<file path="config.mk">
export PLATFORM = sky130hd
export DESIGN_NAME = calc_op_issuer
export DESIGN_NICKNAME = d
export VERILOG_FILES = /design/src/rtl/calc_pkg.sv /design/src/rtl/op_key_encoder.sv /design/src/rtl/calc_op_issuer.sv
export SDC_FILE = /design/constraint.sdc
export NUM_CORES = 1
export LEC_CHECK = 0
export BUFFER_PORTS_ARGS = -buffer_cell sky130_fd_sc_hd__buf_2
export CAP_MARGIN = 20
export CORE_MARGIN = 3
export CORE_UTILIZATION = 48
export CTS_CLUSTER_SIZE = 24
export DETAILED_ROUTE_END_ITERATION = 16
export MAX_ROUTING_LAYER = met4
export PLACE_DENSITY = 0.8
export SETUP_SLACK_MARGIN = 0.15
export SYNTH_ARGS = -nofsm -noshare
export SYNTH_HDL_FRONTEND = slang
export SYNTH_SLANG_ARGS = --single-unit
</file>
<file path="constraint.sdc">
create_clock -name clk -period 2.25 [get_ports clk]
set_clock_uncertainty 0.1 [all_clocks]
set_input_delay 0.5625 -clock clk [delete_from_list [all_inputs] [get_ports clk]]
set_output_delay 0.5625 -clock clk [all_outputs]
set_load 0.05 [all_outputs]
</file>
<file path="src/rtl/calc_pkg.sv">
`default_nettype none
// ============================================================================
// Module   : calc_pkg
// Brief    : Shared op codes and sequencer state encoding for the calculator
//            front end and the arithmetic-unit decode.
// Revision : 1.0 - initial release
// ============================================================================
package calc_pkg;

    // Op codes: the bit index of the one-hot operator key equals the code
    localparam logic [2:0] OP_ADD = 3'd0;
    localparam logic [2:0] OP_SUB = 3'd1;
    localparam logic [2:0] OP_MUL = 3'd2;
    localparam logic [2:0] OP_DIV = 3'd3;
    localparam logic [2:0] OP_LSL = 3'd4;
    localparam logic [2:0] OP_LSR = 3'd5;
    localparam logic [2:0] OP_ASL = 3'd6;
    localparam logic [2:0] OP_ASR = 3'd7;

    // Sequencer states
    typedef enum logic [1:0] {
        ST_IDLE = 2'd0,   // waiting for an operator
        ST_OPB  = 2'd1,   // operator held, waiting for equals
        ST_REQ  = 2'd2,   // request outstanding to the arithmetic unit
        ST_ERR  = 2'd3    // divide-by-zero, waiting for clear
    } state_t;

endpackage : calc_pkg
`default_nettype wire

</file>
<file path="src/rtl/op_key_encoder.sv">
`default_nettype none
// ============================================================================
// Module   : op_key_encoder
// Brief    : One-hot operator key to 3-bit op code; the lowest set bit wins
//            when several keys are pressed together. valid = any key.
// Revision : 1.0 - initial release
// ============================================================================
module op_key_encoder
    import calc_pkg::*;
(
    input  logic [7:0] key,
    output logic [2:0] code,
    output logic       valid
);

    // Scan from the top down so the lowest set index is the last to write
    always_comb begin
        code  = OP_ADD;
        valid = |key;
        for (int i = 7; i >= 0; i--) begin
            if (key[i]) begin
                code = 3'(i);
            end
        end
    end

endmodule : op_key_encoder
`default_nettype wire

</file>
<file path="src/rtl/calc_op_issuer.sv">
`default_nettype none
// ============================================================================
// Module   : calc_op_issuer
// Brief    : Turns operator / equals / clear key events into one req/ack
//            transaction on the arithmetic unit and returns its result.
//            Optional feature macro: CALC_OP_CHAIN_EN (running computation:
//            the previous result becomes operand A when no digits were typed).
// Revision : 1.0 - initial release
// ============================================================================
module calc_op_issuer
    import calc_pkg::*;
#(
    parameter int WIDTH = 16
) (
    input  logic             clk,
    input  logic             rst_n,
    input  logic [WIDTH-1:0] entry_val,
    input  logic             entry_dirty,
    input  logic [7:0]       op_key,
    input  logic             eq_key,
    input  logic             clr_key,
    output logic             entry_clr,
    output logic             au_req,
    output logic [2:0]       au_op,
    output logic [WIDTH-1:0] au_a,
    output logic [WIDTH-1:0] au_b,
    input  logic             au_ack,
    input  logic [WIDTH-1:0] au_result,
    output logic [WIDTH-1:0] result,
    output logic             result_valid,
    output logic             busy,
    output logic             err
);

    logic [2:0]       w_key_code;
    logic             w_key_valid;
    logic [WIDTH-1:0] w_op_a;

    state_t           r_state,        w_state_nxt;
    logic [WIDTH-1:0] r_a,            w_a_nxt;
    logic [WIDTH-1:0] r_b,            w_b_nxt;
    logic [WIDTH-1:0] r_result,       w_result_nxt;
    logic [2:0]       r_op,           w_op_nxt;
    logic             r_au_req,       w_au_req_nxt;
    logic             r_result_valid, w_result_valid_nxt;
    logic             r_entry_clr,    w_entry_clr_nxt;
    logic             r_err,          w_err_nxt;
    logic             r_clr_pend,     w_clr_pend_nxt;

    op_key_encoder u_op_key_encoder (
        .key   (op_key),
        .code  (w_key_code),
        .valid (w_key_valid)
    );

`ifdef CALC_OP_CHAIN_EN
    logic r_chain, w_chain_nxt;

    // Chain flag: set by a delivered result, dropped by the next accepted
    // operator or by any clear
    always_comb begin
        w_chain_nxt = r_chain;
        if (clr_key) begin
            w_chain_nxt = 1'b0;
        end else if (r_state == ST_IDLE && w_key_valid) begin
            w_chain_nxt = 1'b0;
        end else if (r_state == ST_REQ && au_ack && !r_clr_pend) begin
            w_chain_nxt = 1'b1;
        end
    end

    // Chain flag register
    always_ff @(posedge clk or negedge rst_n) begin
        if (!rst_n) begin
            r_chain <= 1'b0;
        end else begin
            r_chain <= w_chain_nxt;
        end
    end

    assign w_op_a = (r_chain && !entry_dirty) ? r_result : entry_val;
`else
    logic w_unused_dirty;
    assign w_unused_dirty = entry_dirty;
    assign w_op_a         = entry_val;
`endif

    // Next-state and next-output decode; clear beats equals beats operator
    always_comb begin
        w_state_nxt        = r_state;
        w_a_nxt            = r_a;
        w_b_nxt            = r_b;
        w_op_nxt           = r_op;
        w_result_nxt       = r_result;
        w_au_req_nxt       = r_au_req;
        w_err_nxt          = r_err;
        w_clr_pend_nxt     = r_clr_pend;
        w_result_valid_nxt = 1'b0;
        w_entry_clr_nxt    = 1'b0;
        case (r_state)
            ST_IDLE: begin
                if (clr_key) begin
                    w_err_nxt       = 1'b0;
                    w_entry_clr_nxt = 1'b1;
                end else if (w_key_valid) begin
                    w_a_nxt         = w_op_a;
                    w_op_nxt        = w_key_code;
                    w_entry_clr_nxt = 1'b1;
                    w_state_nxt     = ST_OPB;
                end
            end
            ST_OPB: begin
                if (clr_key) begin
                    w_entry_clr_nxt = 1'b1;
                    w_state_nxt     = ST_IDLE;
                end else if (eq_key) begin
                    w_b_nxt = entry_val;
                    if (r_op == OP_DIV && entry_val == '0) begin
                        w_err_nxt   = 1'b1;
                        w_state_nxt = ST_ERR;
                    end else begin
                        w_au_req_nxt = 1'b1;
                        w_state_nxt  = ST_REQ;
                    end
                end else if (w_key_valid) begin
                    w_op_nxt = w_key_code;
                end
            end
            ST_REQ: begin
                // The handshake always completes; a clear only discards it
                if (au_ack) begin
                    w_au_req_nxt   = 1'b0;
                    w_clr_pend_nxt = 1'b0;
                    w_state_nxt    = ST_IDLE;
                    if (r_clr_pend || clr_key) begin
                        w_entry_clr_nxt = 1'b1;
                    end else begin
                        w_result_nxt       = au_result;
                        w_result_valid_nxt = 1'b1;
                    end
                end else if (clr_key) begin
                    w_clr_pend_nxt = 1'b1;
                end
            end
            ST_ERR: begin
                if (clr_key) begin
                    w_err_nxt       = 1'b0;
                    w_entry_clr_nxt = 1'b1;
                    w_state_nxt     = ST_IDLE;
                end
            end
            default: begin
                w_state_nxt = ST_IDLE;
            end
        endcase
    end

    // State and output registers
    always_ff @(posedge clk or negedge rst_n) begin
        if (!rst_n) begin
            r_state        <= ST_IDLE;
            r_a            <= '0;
            r_b            <= '0;
            r_op           <= OP_ADD;
            r_result       <= '0;
            r_au_req       <= 1'b0;
            r_err          <= 1'b0;
            r_clr_pend     <= 1'b0;
            r_result_valid <= 1'b0;
            r_entry_clr    <= 1'b0;
        end else begin
            r_state        <= w_state_nxt;
            r_a            <= w_a_nxt;
            r_b            <= w_b_nxt;
            r_op           <= w_op_nxt;
            r_result       <= w_result_nxt;
            r_au_req       <= w_au_req_nxt;
            r_err          <= w_err_nxt;
            r_clr_pend     <= w_clr_pend_nxt;
            r_result_valid <= w_result_valid_nxt;
            r_entry_clr    <= w_entry_clr_nxt;
        end
    end

    assign entry_clr    = r_entry_clr;
    assign au_req       = r_au_req;
    assign au_op        = r_op;
    assign au_a         = r_a;
    assign au_b         = r_b;
    assign result       = r_result;
    assign result_valid = r_result_valid;
    assign busy         = r_au_req;
    assign err          = r_err;

endmodule : calc_op_issuer
`default_nettype wire

</file>
==> flow_summary.yaml <==
logic_synthesis:
  syn_nets: 227
  synthTopCellsByArea: "dfrtp_1, mux2_2, mux2_4"
  syn_inst: 176
  ys_ff_latch: 58
  syn_area_mm2: 0.00250
  ys_top_cells_by_count: "dfrtp_1, mux2_2, mux2_4"
  avgSynthCellArea_um2: 14.2
  synth_edf_count: 0
  synth_top_area_cell: "dfrtp_1"
  async_reset_ff_share_pct: 100
  synth_most_common_cell: "dfrtp_1"
  ys_seq_area_share_pct: 58.1
  synth.distinct_cells: 34
  ys.warnings.count: 0
  synth_ff_type: "dfrtp_1"
  netlist.area_leader.share_pct: 58.1
grt:
  top_usage_layer: "met2"
  grt_usage_pct: 19.2
  grt_pass1_vias: 1880
  gr-usage-met1_pct: 22.5
  met2_usage_pct: 30.8
  grt_max_degree: 59
  globalRouteMet3Util_pct: 7.68
  antenna_found_initial: 0
  overflow: 0
  grt_pass1_wl_mm: 8.80
floorplan:
  dieHeight_um: 78.2
  fp.dieArea_mm2: 0.00611
  initial_core_util_pct: 51.2
  rows: 25
  dieWidth_um: 78.2
  core_area_mm2: 0.00488
  io_pins: 102
sta:
  setup_viol: 0
  fin_tns_setup_ns: 0
  slew_viol_final: 0
  finalHoldViolCount: 0
  slew_headroom_pct: 67.1
  finalCritPeriodShare_pct: 86.5
  worst_slew_pin_slew_ns: 0.494
  rsz0062_at_grt: "no"
  min_period_ns: 1.95
  clock.fmax_mhz: 514
cts:
  numCtsBuffers: 9
  cts_tree: "yes"
  cts-htree-levels: 3
  postCtsSetupRepairBufs: 0
  ctsHoldBuffers: 0
  cts_buffer_depth: 2
  cts_resized: 0
  path_clk_slew_ns: 0.06
  clockRootBuffer: "clkbuf_8"
  clock_latency_ns: 0.33
  cts.sinks: 58
route:
  dr.pass1.iters: 4
  via_per_inst: 5.13
  wl_per_cell_um: 14.7
  first_iter_violations: 79
  route.detailed.drc: 0
  wl_mm: 5.28
  ant_nets: 0
  vias: 1842
setup_path:
  worstSetupPathType: "reg -> reg"
  crit_family: "buffers and inverters"
  critPathCaptureType: "flop"
  slowest_delay_ns: 0.40
  start_kind: "flop"
  cp.buffers_inverters: 2
  worst_ep_required_time_ns: 2.36
  cp_data_arrival_time_ns: 2.06
  path_cells: "inv_1 > ha_1 > nand2_1 > nor3_2 > buf_4 > mux2_2"
  crit_fanout: 17
  cp_slowest_cell: "dfrtp_1"
job:
  cap_violations: 0
hold_path:
  hold_class: "in -> async"
outcome:
  status: "completed"
placement:
  io_buffers: 100
  hpwlAfterDp_mm: 3.90
  gp_congestion: 0.791
layout:
  nFillCells: 387
  fin_nets: 338
  syn_to_final_growth_pct: 32.1
  num_antenna_cells: 0
  drive_gt1_share_pct: 59.9
[per-layer routing]
metal	routed length, µm	share of wire, %	vias up
li1	-	-	868
met1	2230	42	901
met2	2660	50	68
met3	361	6.8	5
met4	33	0.63	0
met5	0	0	-
[sequential cells by signal (all words and copies together) (netlist names)]
| name | flops |
|---|---|
| au_a | 16 |
| au_b | 16 |
| au_op | 3 |
| au_req | 1 |
| entry_clr | 1 |
| err | 1 |
| r_clr_pend | 1 |
| r_state | 2 |
| result | 16 |
| result_valid | 1 |
[kinds of logic after synthesis]
group,after synthesis,synth area share (%)
adder cells (fa/ha/maj),5,2.50
multiplexers,48,23.1
AO/OA/AOI/OAI,25,6.71
buffers and inverters,13,3.30
flip-flops,58,58.1
AND/OR/NAND/NOR,27,6.31
[cells in the final DEF, fill, tap and decap left out, types with 2 or more instances in the layout]
cell type   Yosys  final
buf_12          1      2
nor4_1          4      4
nor3_1          3      3
nor4_2          2      2
or3_1           2      2
nand2_1         7      7
buf_2           2    100
o21ai_0         5      5
a41oi_1         2      2
clkbuf_8        0     10
dfrtp_1        58     58
mux2_2         38     38
buf_4           2      4
nor2_1          3      3
ha_1            5      5
a21oi_1         8      8
mux2_4         10     10
inv_1           7      7
clkinvlp_4      0      3
[final cells by class]
class	instances	area (µm²)	area share, %
Sequential cell	58	1450	44.0
Multi-Input combinational cell	105	966	29.3
Timing Repair Buffer	106	571	17.3
Clock buffer	10	138	4.17
Tap cell	67	83.8	2.54
Clock inverter	6	66.3	2.01
Inverter	7	26.3	0.796
[per-stage QoR]
| step | utilization (%) | instances | hold slack, ns | setup WS, ns | instance area (µm²) |
|---|---|---|---|---|---|
| after floorplan | - | 176 | 0.167 | 0.225 | 2500 |
| after global placement | 63.5 | 343 | 0.382 | 0.189 | 3100 |
| after detailed placement | 63.5 | 343 | 0.387 | 0.156 | 3100 |
| after CTS | 67.7 | 359 | 0.124 | 0.296 | 3300 |
| after global routing | 67.7 | 359 | 0.124 | 0.180 | 3300 |
| final | 67.7 | 359 | 0.119 | 0.304 | 3300 |
[path summary, 6_finish.rpt]
kind,start,to,slack [ns],depth (start not counted)
worst max register to register,r_state[0]$_DFFE_PN0P_,result[1]$_DFFE_PN0P_,0.30,6
worst min-delay path,rst_n,au_b[11]$_DFFE_PN0P_,0.12,2
worst min register to register,au_b[5]$_DFFE_PN0P_,au_b[5]$_DFFE_PN0P_,0.40,1
min in group clk,au_result[10],result[10]$_DFFE_PN0P_,0.35,2
worst max-delay path,r_state[0]$_DFFE_PN0P_,result[1]$_DFFE_PN0P_,0.30,6
max in group asynchronous,rst_n,au_b[5]$_DFFE_PN0P_,1.68,2
Power is not shown: default switching activity piles up to over one toggle a cycle in this logic, so the estimate is an artifact.
